[src/rtl/pwm_led_ctrl.sv]
// N-channel PWM LED controller: register port, prescaler, shared period counter,
// per-channel duty shadows reloaded on period boundaries, optional breathe ramp.

// One PWM channel: active duty register, breathe level/direction, output flop.
module pwm_led_ch #(
  parameter int CNT_W = 8
) (
  input  logic             HCLK,
  input  logic             HRESETn,
  input  logic             en,
  input  logic             breathe,
  input  logic             boundary,
  input  logic [CNT_W-1:0] cnt,
  input  logic [CNT_W:0]   shadow,
  output logic             pwm
);
  localparam logic [CNT_W:0] FULL = {1'b1, {CNT_W{1'b0}}};

  logic [CNT_W:0] duty_c, active, level, level_nxt;
  logic           dir, dir_nxt; // 0 = ramping up, 1 = ramping down

  // Anything above 100% is treated as 100%
  assign duty_c = (shadow > FULL) ? FULL : shadow;

  // Next breathe step, taken only on a period boundary
  always_comb begin
    level_nxt = level;
    dir_nxt   = dir;
    if (duty_c == '0) begin
      level_nxt = '0;
      dir_nxt   = 1'b0;
    end else if (!dir) begin
      if (level + 1'b1 >= duty_c) begin
        level_nxt = duty_c;
        dir_nxt   = 1'b1;
      end else begin
        level_nxt = level + 1'b1;
      end
    end else begin
      if (level <= 1) begin
        level_nxt = '0;
        dir_nxt   = 1'b0;
      end else begin
        level_nxt = level - 1'b1;
      end
    end
  end

  // Breathe state parks at 0/UP whenever disabled or not in breathe mode
  always_ff @(posedge HCLK or negedge HRESETn) begin
    if (!HRESETn) begin
      level <= '0;
      dir   <= 1'b0;
    end else if (!en || !breathe) begin
      level <= '0;
      dir   <= 1'b0;
    end else if (boundary) begin
      level <= level_nxt;
      dir   <= dir_nxt;
    end
  end

  // Active duty tracks the shadow while idle so the first enabled period is correct
  always_ff @(posedge HCLK or negedge HRESETn) begin
    if (!HRESETn)      active <= '0;
    else if (!en)      active <= breathe ? '0 : duty_c;
    else if (boundary) active <= breathe ? level_nxt : duty_c;
  end

  // Registered compare keeps the pad glitch-free
  always_ff @(posedge HCLK or negedge HRESETn) begin
    if (!HRESETn) pwm <= 1'b0;
    else          pwm <= en & ({1'b0, cnt} < active);
  end
endmodule

module pwm_led_ctrl #(
  parameter int NUM_CH = 3,
  parameter int CNT_W  = 8,
  parameter int PSC_W  = 16,
  parameter int ADDR_W = 4
) (
  input  logic              HCLK,
  input  logic              HRESETn,
  input  logic              wr_en,
  input  logic [ADDR_W-1:0] wr_addr,
  input  logic [31:0]       wr_data,
  input  logic [ADDR_W-1:0] rd_addr,
  output logic [31:0]       rd_data,
  output logic [NUM_CH-1:0] pwm_out,
  output logic              period_tick
);
  logic                         en;
  logic [NUM_CH-1:0]            breathe;
  logic [PSC_W-1:0]             psc, psc_cnt;
  logic [NUM_CH-1:0][CNT_W:0]   shadow;
  logic [CNT_W-1:0]             cnt;
  logic                         tick, boundary, psc_wr;
  logic                         unused_wr_bits;

  assign unused_wr_bits = &{1'b0, wr_data};
  assign psc_wr      = wr_en && (wr_addr == ADDR_W'(1));
  assign tick        = en && (psc_cnt == psc);
  assign boundary    = tick && (cnt == {CNT_W{1'b1}});
  assign period_tick = boundary;

  // Register writes; unmapped addresses fall through untouched
  always_ff @(posedge HCLK or negedge HRESETn) begin
    if (!HRESETn) begin
      en      <= 1'b0;
      breathe <= '0;
      psc     <= '0;
      shadow  <= '0;
    end else if (wr_en) begin
      if (wr_addr == '0) begin
        en      <= wr_data[0];
        breathe <= wr_data[NUM_CH+7:8];
      end
      if (psc_wr) psc <= wr_data[PSC_W-1:0];
      for (int i = 0; i < NUM_CH; i++)
        if (wr_addr == ADDR_W'(i + 2)) shadow[i] <= wr_data[CNT_W:0];
    end
  end

  // Prescaler and period counter; both sit at 0 while disabled
  always_ff @(posedge HCLK or negedge HRESETn) begin
    if (!HRESETn) begin
      psc_cnt <= '0;
      cnt     <= '0;
    end else if (!en) begin
      psc_cnt <= '0;
      cnt     <= '0;
    end else begin
      if (psc_wr || tick) psc_cnt <= '0;
      else                psc_cnt <= psc_cnt + 1'b1;
      if (tick) cnt <= cnt + 1'b1;
    end
  end

  // Side-effect-free combinational readback
  always_comb begin
    rd_data = '0;
    if (rd_addr == '0) begin
      rd_data[0]          = en;
      rd_data[NUM_CH+7:8] = breathe;
    end
    if (rd_addr == ADDR_W'(1)) rd_data[PSC_W-1:0] = psc;
    for (int i = 0; i < NUM_CH; i++)
      if (rd_addr == ADDR_W'(i + 2)) rd_data[CNT_W:0] = shadow[i];
  end

  for (genvar g = 0; g < NUM_CH; g++) begin : g_ch
    pwm_led_ch #(.CNT_W(CNT_W)) u_ch (
      .HCLK     (HCLK),
      .HRESETn  (HRESETn),
      .en       (en),
      .breathe  (breathe[g]),
      .boundary (boundary),
      .cnt      (cnt),
      .shadow   (shadow[g]),
      .pwm      (pwm_out[g])
    );
  end
endmodule

[config.mk]
export PLATFORM = sky130hd
export DESIGN_NAME = pwm_led_ctrl
export DESIGN_NICKNAME = d
export VERILOG_FILES = /design/src/rtl/pwm_led_ctrl.sv
export SDC_FILE = /design/constraint.sdc
export NUM_CORES = 1
export LEC_CHECK = 0
export ABC_CLOCK_PERIOD_IN_PS = 3300
export BUFFER_PORTS_ARGS = -buffer_cell sky130_fd_sc_hd__buf_2
export CORE_UTILIZATION = 45
export CTS_CLUSTER_SIZE = 25
export DETAILED_ROUTE_END_ITERATION = 7
export GPL_TIMING_DRIVEN = 0
export MAX_ROUTING_LAYER = met4
export SLEW_MARGIN = 20
export SYNTH_ARGS = -nofsm -noshare
export SYNTH_HDL_FRONTEND = slang
export SYNTH_HIERARCHICAL = 1
export SYNTH_SLANG_ARGS = --single-unit
[constraint.sdc]
create_clock -name HCLK -period 3.3 [get_ports HCLK]
set_clock_uncertainty 0.15 [all_clocks]
set_input_delay 0.495 -clock HCLK [delete_from_list [all_inputs] [get_ports HCLK]]
set_output_delay 0.495 -clock HCLK [all_outputs]
set_load 0.01 [all_outputs]
==> results of run 1 <==
## layer usage
layer  track usage [%]  vias up  routed length (µm)
met5                 -        -                   0
met4              9.16        0                 664
met3              3.65       48                1250
met2              38.9      261               11700
met1              34.0     3899               11800
li1                  -     3867                   -
## repair_timing
item / 4_1_cts / 5_1_grt
gates resized for setup: 29 / 72
pin swaps: 2 / 19
setup buffers: 2 / 12
setup endpoints to repair: 58 / 57
hold endpoints to repair: 52 / 0
hold buffers: 1 / 0
## sequential cells by signal, summed over array words and instances, names as in the netlist
register / count
psc_cnt: 16
en: 1
g_ch.u_ch/level: 27
g_ch.u_ch/dir: 3
psc: 16
cnt: 8
shadow: 27
g_ch.u_ch/pwm: 3
g_ch.u_ch/active: 27
breathe: 3
## power breakdown
part	leakage, µW	switching, µW	internal, µW
Combinational	0.00310	2110	1520
Clock	0.000296	876	1030
Sequential	0.00170	424	1980
## synth_stat cells (6+ instances only)
master	number
a21oi_1	45
and2_1	15
o211ai_1	6
a22oi_1	16
o21ai_0	49
xor2_1	32
and3_1	10
nand4_1	11
mux2i_1	6
ha_1	59
o21ai_1	18
o311ai_0	6
nor2_1	61
or3_1	8
and4_1	6
o21a_1	9
buf_4	18
or4_1	6
nor3_1	10
inv_1	53
a221oi_1	9
xnor2_1	20
a31oi_1	21
clkbuf_1	15
mux2_2	60
nand2b_1	14
a21o_1	12
nand2_1	111
nor2b_1	19
a211oi_1	6
a211o_1	9
o31ai_1	18
dfrtp_1	131
nor4_1	13
buf_2	24
nand3_1	43
## final cells by class
cell class / instances / share of cell area (%)
multi-input cells: 793 / 52.8
flip-flops and latches: 131 / 29.9
clock buffers: 17 / 3.88
repair buffers: 61 / 3.45
plain buffers: 55 / 3.17
well taps: 270 / 3.08
inverters: 56 / 1.95
clock inverters: 15 / 1.72
## worst max-delay path: cells and delay by family (launching register included)
kind | cells | cell delay, ns
AO/OA/AOI/OAI | 4 | 0.94
AND/OR/NAND/NOR | 5 | 1.09
adder cells (fa/ha/maj) | 1 | 0.26
buffers and inverters | 2 | 0.35
flip-flops | 1 | 0.32
## metrics by stage
stage | setup slack (ns) | hold WS, ns | utilization (%) | setup TNS (ns) | cells
floorplan | 0.231 | 0.0494 | - | 0 | 1041
global placement | -0.495 | 0.324 | 48.9 | -63.38 | 1356
detailed placement | -0.493 | 0.298 | 49.0 | -21.67 | 1357
CTS | -0.0675 | 0.120 | 52.6 | -0.236 | 1388
global route | -0.0756 | 0.126 | 54.4 | -0.506 | 1398
finish | 0.0689 | 0.137 | 54.4 | 0 | 1398
## kinds of logic after synthesis
| kind of cell | synth area share (%) |
|---|---|
| AOI/OAI and AO/OA | 17.7 |
| and+or+nand+nor | 19.1 |
| DFF | 35.5 |
| xor gates and xnor gates | 4.93 |
| muxes | 8.58 |
| other | 0.0406 |
| adders and majority gates | 7.99 |
| buffers and inverters | 6.07 |
## worst paths after layout
check	from	endpoint	slack, ns	depth (start not counted)
max	g_ch[2].u_ch/level[5]	g_ch[2].u_ch/active[2]	0.07	12
min	wr_data[12]	psc[12]	0.14	2
max reg2reg	g_ch[2].u_ch/level[5]	g_ch[2].u_ch/active[2]	0.07	12
min reg2reg	g_ch[0].u_ch/active[7]	g_ch[0].u_ch/active[7]	0.34	1
max in group asynchronous	HRESETn	g_ch[0].u_ch/level[1]	1.83	3
min in group asynchronous	HRESETn	g_ch[2].u_ch/level[5]	0.42	2
==> flow_metrics.py, run 1 <==
metrics = {
    "status": {
        "status": "finished clean",
    },
    "power_and_ir_drop": {
        "p_per_area_nw_per_um2": 723,
        "p_leak_uw": 0.00510,
        "ir_drop_mv": 0.471,
        "p_total_uw": 7930,
    },
    "sta": {
        "relSlewSlack_pct": 51.0,
        "period_share_pct": 97.9,
        "slew_violations": 0,
        "layout_min_cycle_time_ns": 3.23,
        "setup_viol": 0,
        "final_hold_viol_count": 0,
        "tightest_slew_ns": 0.729,
        "fmax_mhz": 309,
        "rsz0062_at_grt": "yes",
    },
    "synthesis": {
        "synthesis.area_um2": 9240,
        "synth_ff_type": "dfrtp_1",
        "synth_cell_types": 61,
        "synth_edf_count": 0,
        "synth-seq-cells": 131,
        "yosys_warnings": 6,
        "synth_cells": 1026,
        "syn_area_per_cell_um2": 9.00,
        "synth_top_area_share_pct": 35.5,
        "netlist_top_cells_area": "dfrtp_1 (35%), ha_1 (8.0%), mux2_2 (7.3%)",
        "post-synth-top-area-cell": "dfrtp_1",
        "ys_seq_area_share_pct": 35.5,
        "async_reset_ff_share_pct": 100,
    },
    "drt": {
        "totalWireLength_um": 25400,
        "vias_per_cell": 5.78,
        "drc_errors": 0,
        "vias": 8075,
        "antenna_left": 0,
        "wire_per_inst_um": 18.2,
        "drtPass1Iterations": 5,
        "drt_iter0_markers": 582,
    },
    "critical_path": {
        "crit_required_ns": 3.44,
        "max_stage_delay_ns": 0.54,
        "slowest_stage": "or4_4",
        "crit_arrival_ns": 3.38,
        "crit_fanout": 10,
        "cp_common_cell": "nand4_1",
        "critPathLaunchType": "flop",
        "endpoint_kind": "flop",
        "cp_cell_sequence": "buf_4 -> nand4_1 -> or4_4 -> nand2_1 -> ha_1 -> nand4_1 -> nor2_2 -> a211o_1 -> clkbuf_4 -> o311a_1 -> a31oi_2 -> a211oi_1",
        "crit_type": "flop to flop",
    },
    "finish": {
        "final_cell_area_um2": 11000,
        "nets": 1217,
        "syn_to_final_growth_pct": 18.7,
        "drive_above_1_share_pct": 24.8,
        "mostFrequentLayoutCell": "dfrtp_1",
        "fillers": 1931,
        "multi_input_area_um2": 5790,
        "register_area_um2": 3280,
        "final_cell_mix": "dfrtp_1 (127), nand2_1 (111), buf_2 (60), mux2_2 (60), ha_1 (56)",
        "antennaDiodeCount": 0,
    },
    "floorplanning": {
        "io_pins": 79,
        "fp.dieH_um": 145,
        "die-area_um2": 21100,
        "die_width_um": 145,
        "num_rows": 52,
        "start_util_pct": 45.8,
        "core_area_um2": 20200,
    },
    "global_route": {
        "grt_max_degree": 80,
        "grt_pass1_wl_um": 40800,
        "grt_util_all_layers_pct": 25.3,
        "antenna_found_initial": 0,
        "grt_pass1_vias": 7690,
        "overflow": 0,
    },
    "job": {
        "drv_cap": 0,
    },
    "clocking": {
        "clockBufferDepth": 2,
        "clk_pin_slew_ns": 0.08,
        "worstSkewPairLatency_ns": 0.43,
        "cts_tree": "built",
        "h-tree-depth": 4,
        "cts-root-buf": "clkbuf_16",
        "cts_sinks": 131,
        "numCtsBuffers": 17,
    },
    "placed_design": {
        "place_area_um2": 9890,
        "gp_congestion": 0.945,
        "io_buffer_count": 45,
        "dp_hpwl_um": 18800,
    },
    "min_path": {
        "min_path_type": "input port to flop",
    },
}
No activity file was read; power rests on OpenSTA's default activity.
==> inputs of run 2 (changes only) <==
--- a/config.mk
+++ b/config.mk
@@ -5,6 +5,7 @@
 export SDC_FILE = /design/constraint.sdc
 export NUM_CORES = 1
 export LEC_CHECK = 0
+export ABC_AREA = 1
 export ABC_CLOCK_PERIOD_IN_PS = 3300
 export BUFFER_PORTS_ARGS = -buffer_cell sky130_fd_sc_hd__buf_2
 export CORE_UTILIZATION = 45
==> run 2 against run 1 <==
  * Final cell count rose by 33%
  * Worst setup slack better by 0.14 ns
  * Global-route usage decreased by 0.084 points
  * Highest routed layer unchanged
==> flow_metrics.py, run 2 <==
metrics = {
    "synthesis": {
        "ys_seq_area_share_pct": 32.4,
        "yosys_warnings": 6,
        "async_reset_ff_share_pct": 100,
        "synth_cell_types": 37,
        "synth_ff_type": "dfrtp_1",
        "synth-seq-cells": 131,
        "netlist_top_cells_area": "dfrtp_1 (32%), nand2_1 (16%), ha_1 (7.3%)",
        "synth_edf_count": 0,
        "synth_cells": 1477,
        "synth_top_area_share_pct": 32.4,
        "synth_most_common_cell": "nand2_1",
        "syn_area_per_cell_um2": 6.84,
        "synthesis.area_um2": 10100,
        "synthTopCellsByCount": "nand2_1 (419), nor2_1 (190), inv_1 (158)",
        "post-synth-top-area-cell": "dfrtp_1",
    },
    "status": {
        "status": "finished clean",
    },
    "drt": {
        "totalWireLength_um": 27700,
        "vias_per_cell": 5.14,
        "vias": 9523,
        "antenna_left": 0,
        "drc_errors": 0,
        "drtPass1Iterations": 5,
        "wire_per_inst_um": 15.0,
        "drt_iter0_markers": 760,
    },
    "clocking": {
        "clk_pin_slew_ns": 0.07,
        "h-tree-depth": 4,
        "cts_sinks": 131,
        "clockBufferDepth": 2,
        "worstSkewPairLatency_ns": 0.44,
        "numCtsBuffers": 17,
        "cts-root-buf": "clkbuf_16",
        "cts_tree": "built",
    },
    "finish": {
        "syn_to_final_growth_pct": 13.1,
        "nets": 1662,
        "fillers": 2213,
        "final_cell_mix": "nand2_1 (419), nor2_1 (186), inv_1 (158), dfrtp_1 (129), nand3_1 (110)",
        "mostFrequentLayoutCell": "nand2_1",
        "drive_above_1_share_pct": 14.7,
        "register_area_um2": 3280,
        "instances_no_fill": 1853,
        "reg.largest.list": "g_ch.u_ch/active (27), g_ch.u_ch/level (27), shadow (27)",
        "multi_input_area_um2": 5800,
        "antennaDiodeCount": 0,
        "final_cell_area_um2": 11400,
    },
    "sta": {
        "fmax_mhz": 324,
        "slew_violations": 0,
        "setup_ws_ns": 0.212,
        "layout_min_cycle_time_ns": 3.09,
        "period_share_pct": 93.6,
        "relSlewSlack_pct": 43.2,
        "setup_viol": 0,
        "rsz0062_at_grt": "no",
        "whs_ns": 0.164,
        "final_hold_viol_count": 0,
        "tightest_slew_ns": 0.845,
    },
    "placed_design": {
        "dp_hpwl_um": 21000,
        "place_inst": 1818,
        "dp_slack_ns": 0.111,
        "place_area_um2": 10800,
        "gp_congestion": 0.901,
        "io_buffer_count": 45,
    },
    "power_and_ir_drop": {
        "p_sw_uw": 2570,
        "switching_share_pct": 41.1,
        "intPower_uw": 3680,
        "pwr-share-seq_pct": 34.2,
        "p_per_area_nw_per_um2": 546,
        "p_leak_uw": 0.00596,
        "power_frac_clock_pct": 30.4,
        "ir_drop_mv": 0.333,
        "combPwrFrac_pct": 35.4,
    },
    "critical_path": {
        "crit_fanout": 10,
        "crit_arrival_ns": 2.44,
        "crit_required_ns": 2.65,
        "critPathLaunchType": "flop",
        "endpoint_kind": "output port",
        "crit_type": "flop to output port",
    },
    "global_route": {
        "grt_pass1_wl_um": 45400,
        "antenna_found_initial": 0,
        "grt_max_degree": 81,
        "grt_pass1_vias": 8691,
        "grt_util_all_layers_pct": 25.2,
        "overflow": 0,
    },
    "floorplanning": {
        "io_pins": 79,
        "start_util_pct": 46.2,
        "die-area_um2": 23100,
        "fp.dieH_um": 152,
        "die_width_um": 152,
        "num_rows": 54,
        "core_area_um2": 21900,
    },
    "min_path": {
        "min_path_type": "input port to flop",
    },
    "job": {
        "drv_cap": 0,
    },
}
run 2: changes by cell type in the layout (fill, tap and decap cells not counted), moves of 36 or more:
cell,delta
nor2_1,+135
nand3_1,+67
nand2_1,+308
inv_1,+106
inv_2,+36
mux2_2,-60
run 2: cells by family (layout without fill, tap and decap cells):
kind of cell | Yosys count | in the layout | synth area share [%]
AND/OR/NAND/NOR | 799 | 799 | 35.0
buffers and inverters | 253 | 334 | 11.2
AO/OA/AOI/OAI | 200 | 200 | 11.1
flip-flops | 131 | 131 | 32.4
adder cells (fa/ha/maj) | 59 | 59 | 7.30
XOR/XNOR | 34 | 34 | 2.95
other | 1 | 16 | 0.0371
run 2: per-stage QoR:
| step | TNS (ns) | util, % | power [µW] |
|---|---|---|---|
| floorplan | 0 | - | 3750 |
| global placement | -55.94 | 49.1 | 4290 |
| detailed placement | 0 | 49.2 | 4320 |
| CTS | 0 | 52.0 | 6240 |
| global route | 0 | 52.2 | 6700 |
| finish | 0 | 52.2 | 6240 |
run 2: cell type report:
| type | instances | share of cell area [%] |
|---|---|---|
| Multi-Input combinational cell | 1108 | 50.7 |
| Sequential cell | 131 | 28.7 |
| Inverter | 198 | 6.50 |
| Clock buffer | 17 | 3.72 |
| Buffer | 55 | 3.36 |
| Tap cell | 280 | 3.07 |
| Timing Repair Buffer | 49 | 2.52 |
| Clock inverter | 15 | 1.39 |
run 2: path summary, 6_finish.rpt:
| check | start | to | slack [ns] | cells after the start |
|---|---|---|---|---|
| setup / recovery | en | period_tick | 0.21 | 4 |
| hold / removal | wr_data[11] | psc[11] | 0.16 | 3 |
| hold reg to reg | psc[8] | psc[8] | 0.36 | 2 |
| min in group asynchronous | HRESETn | g_ch[2].u_ch/level[3] | 0.41 | 2 |
| setup reg to reg | g_ch[1].u_ch/level[0] | g_ch[1].u_ch/active[7] | 0.24 | 15 |
| max in group asynchronous | HRESETn | psc[2] | 1.85 | 3 |
run 2: critical path: stages, from the launching register on:
cell and delay, ns:
dfrtp_1 0.66, clkbuf_1 0.42, nand3_1 0.23, nor2_4 0.47
buf_2 0.23
run 2: what timing repair did:
action	4_1_cts	5_1_grt
gates cloned	0	0
hold buffers	1	0
setup endpoints to repair	1	55
hold endpoints to repair	51	0
pin swaps	0	4
setup buffers	0	2
gates resized for setup	1	9
run 2: power by group through the flow:
stage / logic [µW] / registers, µW / clock network [µW]
4_1_cts: 2180 / 2130 / 1930
6_report: 2210 / 2130 / 1900
5_1_grt: 2530 / 2170 / 2000
3_5_place_dp: 2170 / 2150 / 0
3_3_place_gp: 2140 / 2150 / 0
2_1_floorplan: 1680 / 2060 / 0
run 2: layer usage:
| layer | track usage, % | vias up | wire, µm |
|---|---|---|---|
| met4 | 7.95 | 0 | 580 |
| met5 | - | - | 0 |
| met1 | 36.5 | 4382 | 13900 |
| li1 | - | 4866 | - |
| met3 | 3.31 | 43 | 1240 |
| met2 | 36.5 | 232 | 12000 |
==> inputs of run 3 (changes only) <==
==> constraint.sdc (replaced) <==
create_clock -name HCLK -period 3.3 [get_ports HCLK]
set_clock_uncertainty 0.15 [all_clocks]
set_input_delay 0.33 -clock HCLK [delete_from_list [all_inputs] [get_ports HCLK]]
set_output_delay 0.33 -clock HCLK [all_outputs]
set_load 0.01 [all_outputs]
==> run 3 against run 2 <==
  * Routed wire length grew 0.21%
  * Critical endpoint is now g_ch[1].u_ch/active[7]
  * Via count about the same
  * Final cell count up 0.22%
  * Highest routed layer unchanged
  * Flip-flop and latch count is the same
  * Cell area is 0.35% higher
  * Total power about the same
  * Critical path depth grew 11
  * Fmax rose by 1.2%
  * Critical path type is now flop to flop
==> flow_metrics.py, run 3 (synthesis gave the netlist of run 2 again) <==
metrics = {
    "drt": {
        "drtPass1Iterations": 5,
        "wire_per_inst_um": 15.0,
        "drc_errors": 0,
        "antenna_left": 0,
        "totalWireLength_um": 27800,
        "vias_per_cell": 5.12,
        "vias": 9515,
        "drt_iter0_markers": 743,
    },
    "clocking": {
        "cts_sinks": 131,
        "clk_pin_slew_ns": 0.07,
        "h-tree-depth": 4,
        "cts-root-buf": "clkbuf_16",
        "worstSkewPairLatency_ns": 0.44,
        "cts_tree": "built",
        "clockBufferDepth": 2,
        "numCtsBuffers": 17,
    },
    "floorplanning": {
        "start_util_pct": 46.2,
        "die_width_um": 152,
        "num_rows": 54,
        "core_area_um2": 21900,
        "io_pins": 79,
        "die-area_um2": 23100,
        "fp.dieH_um": 152,
    },
    "sta": {
        "period_share_pct": 92.4,
        "setup_viol": 0,
        "tightest_slew_ns": 0.826,
        "setup_ws_ns": 0.250,
        "layout_min_cycle_time_ns": 3.05,
        "fmax_mhz": 328,
        "final_hold_viol_count": 0,
        "relSlewSlack_pct": 44.5,
        "slew_violations": 0,
        "rsz0062_at_grt": "no",
        "whs_ns": 0.00279,
    },
    "placed_design": {
        "dp_slack_ns": 0.111,
        "place_area_um2": 10800,
        "gp_congestion": 0.901,
        "place_inst": 1818,
        "dp_hpwl_um": 21000,
        "io_buffer_count": 45,
    },
    "finish": {
        "final_cell_area_um2": 11500,
        "reg.largest.list": "g_ch.u_ch/active (27), g_ch.u_ch/level (27), shadow (27)",
        "antennaDiodeCount": 0,
        "syn_to_final_growth_pct": 13.5,
        "nets": 1666,
        "final_cell_mix": "nand2_1 (419), nor2_1 (186), inv_1 (158), dfrtp_1 (129), nand3_1 (110)",
        "mostFrequentLayoutCell": "nand2_1",
        "drive_above_1_share_pct": 14.7,
        "instances_no_fill": 1857,
        "final_util_pct": 52.4,
    },
    "min_path": {
        "min_path_type": "input port to flop",
    },
    "power_and_ir_drop": {
        "ir_drop_mv": 0.333,
        "p_leak_uw": 0.00598,
        "p_per_area_nw_per_um2": 544,
    },
    "critical_path": {
        "crit_type": "flop to flop",
        "cp_common_cell": "nand2_1",
        "crit_fanout": 10,
        "max_stage_delay_ns": 0.42,
        "slowest_stage": "dfrtp_2",
        "cp_cell_sequence": "ha_1 -> nand3_1 -> nor2_2 -> xor2_2 -> ha_1 -> nand2_1 -> nand2_1 -> nor2_4 -> nand4_1 -> buf_4 -> nand2_1 -> nand3_1 -> nand2_1 -> nand2_1 -> a21oi_1",
        "critPathLaunchType": "flop",
        "crit_required_ns": 3.51,
        "crit_arrival_ns": 3.26,
        "endpoint_kind": "flop",
    },
    "global_route": {
        "antenna_found_initial": 0,
        "grt_pass1_vias": 8704,
        "grt_pass1_wl_um": 45500,
        "overflow": 0,
        "grt_util_all_layers_pct": 25.3,
        "grt_max_degree": 81,
    },
    "job": {
        "drv_cap": 0,
    },
    "status": {
        "status": "finished clean",
    },
}
## run 3: changes by cell type in the layout (fill, tap and decap cells not counted)
| cell | before | now |
|---|---|---|
| dlygate4sd3_1 | 1 | 5 |
## run 3: final timing paths
check / slack (ns) / cells past startpoint / startpoint / to
min in group asynchronous: 0.25 / 2 / HRESETn / g_ch[2].u_ch/level[3]
max reg2reg: 0.25 / 15 / g_ch[1].u_ch/level[0] / g_ch[1].u_ch/active[7]
min reg2reg: 0.36 / 2 / psc[8] / psc[8]
max: 0.25 / 15 / g_ch[1].u_ch/level[0] / g_ch[1].u_ch/active[7]
max in group asynchronous: 2.01 / 3 / HRESETn / psc[2]
min: 0.003 / 3 / wr_data[13] / psc[13]
## run 3: what timing repair did
action | CTS | global route
resized for setup | 0 | 10
endpoints found under the setup margin | 0 | 55
setup buffers | 0 | 2
hold buffers | 5 | 0
hold endpoints to repair | 55 | 0
## run 3: power breakdown
part           leakage [µW]  internal, µW  total (µW)  switching (µW)
combinational       0.00397           795        2220            1420
clock              0.000289          1010        1900             882
sequential          0.00171          1870        2130             262
## run 3: layout make-up
| type | instances | area (µm²) |
|---|---|---|
| multi-input cells | 1108 | 5800 |
| repair buffers | 53 | 328 |
| plain buffers | 55 | 384 |
| fillers | 2208 | 10400 |
| clock buffers | 17 | 425 |
| inverters | 198 | 743 |
| clock inverters | 15 | 159 |
| well taps | 280 | 350 |
| flip-flops and latches | 131 | 3280 |
## run 3: metal layers
metal	vias up	global-route usage [%]	share of wire, %
met5	-	-	0
met4	0	7.95	2.0
met3	44	3.31	4.7
met2	243	36.5	43
met1	4354	36.5	50
li1	4874	-	-
## run 3: critical path: cells and delay by family (launching register included)
kind / cells / cell delay [ns]
flops: 1 / 0.42
simple gates: 10 / 1.29
xor+xnor: 1 / 0.25
compound gates: 1 / 0.14
fa+ha+maj: 2 / 0.51
buf+inv: 1 / 0.23
## run 3: through the flow
step,setup TNS (ns),power [µW]
final,0,6250
after CTS,0,6240
after global routing,0,6700
after detailed placement,0,4320
after floorplan,0,3750
after global placement,-34.32,4290
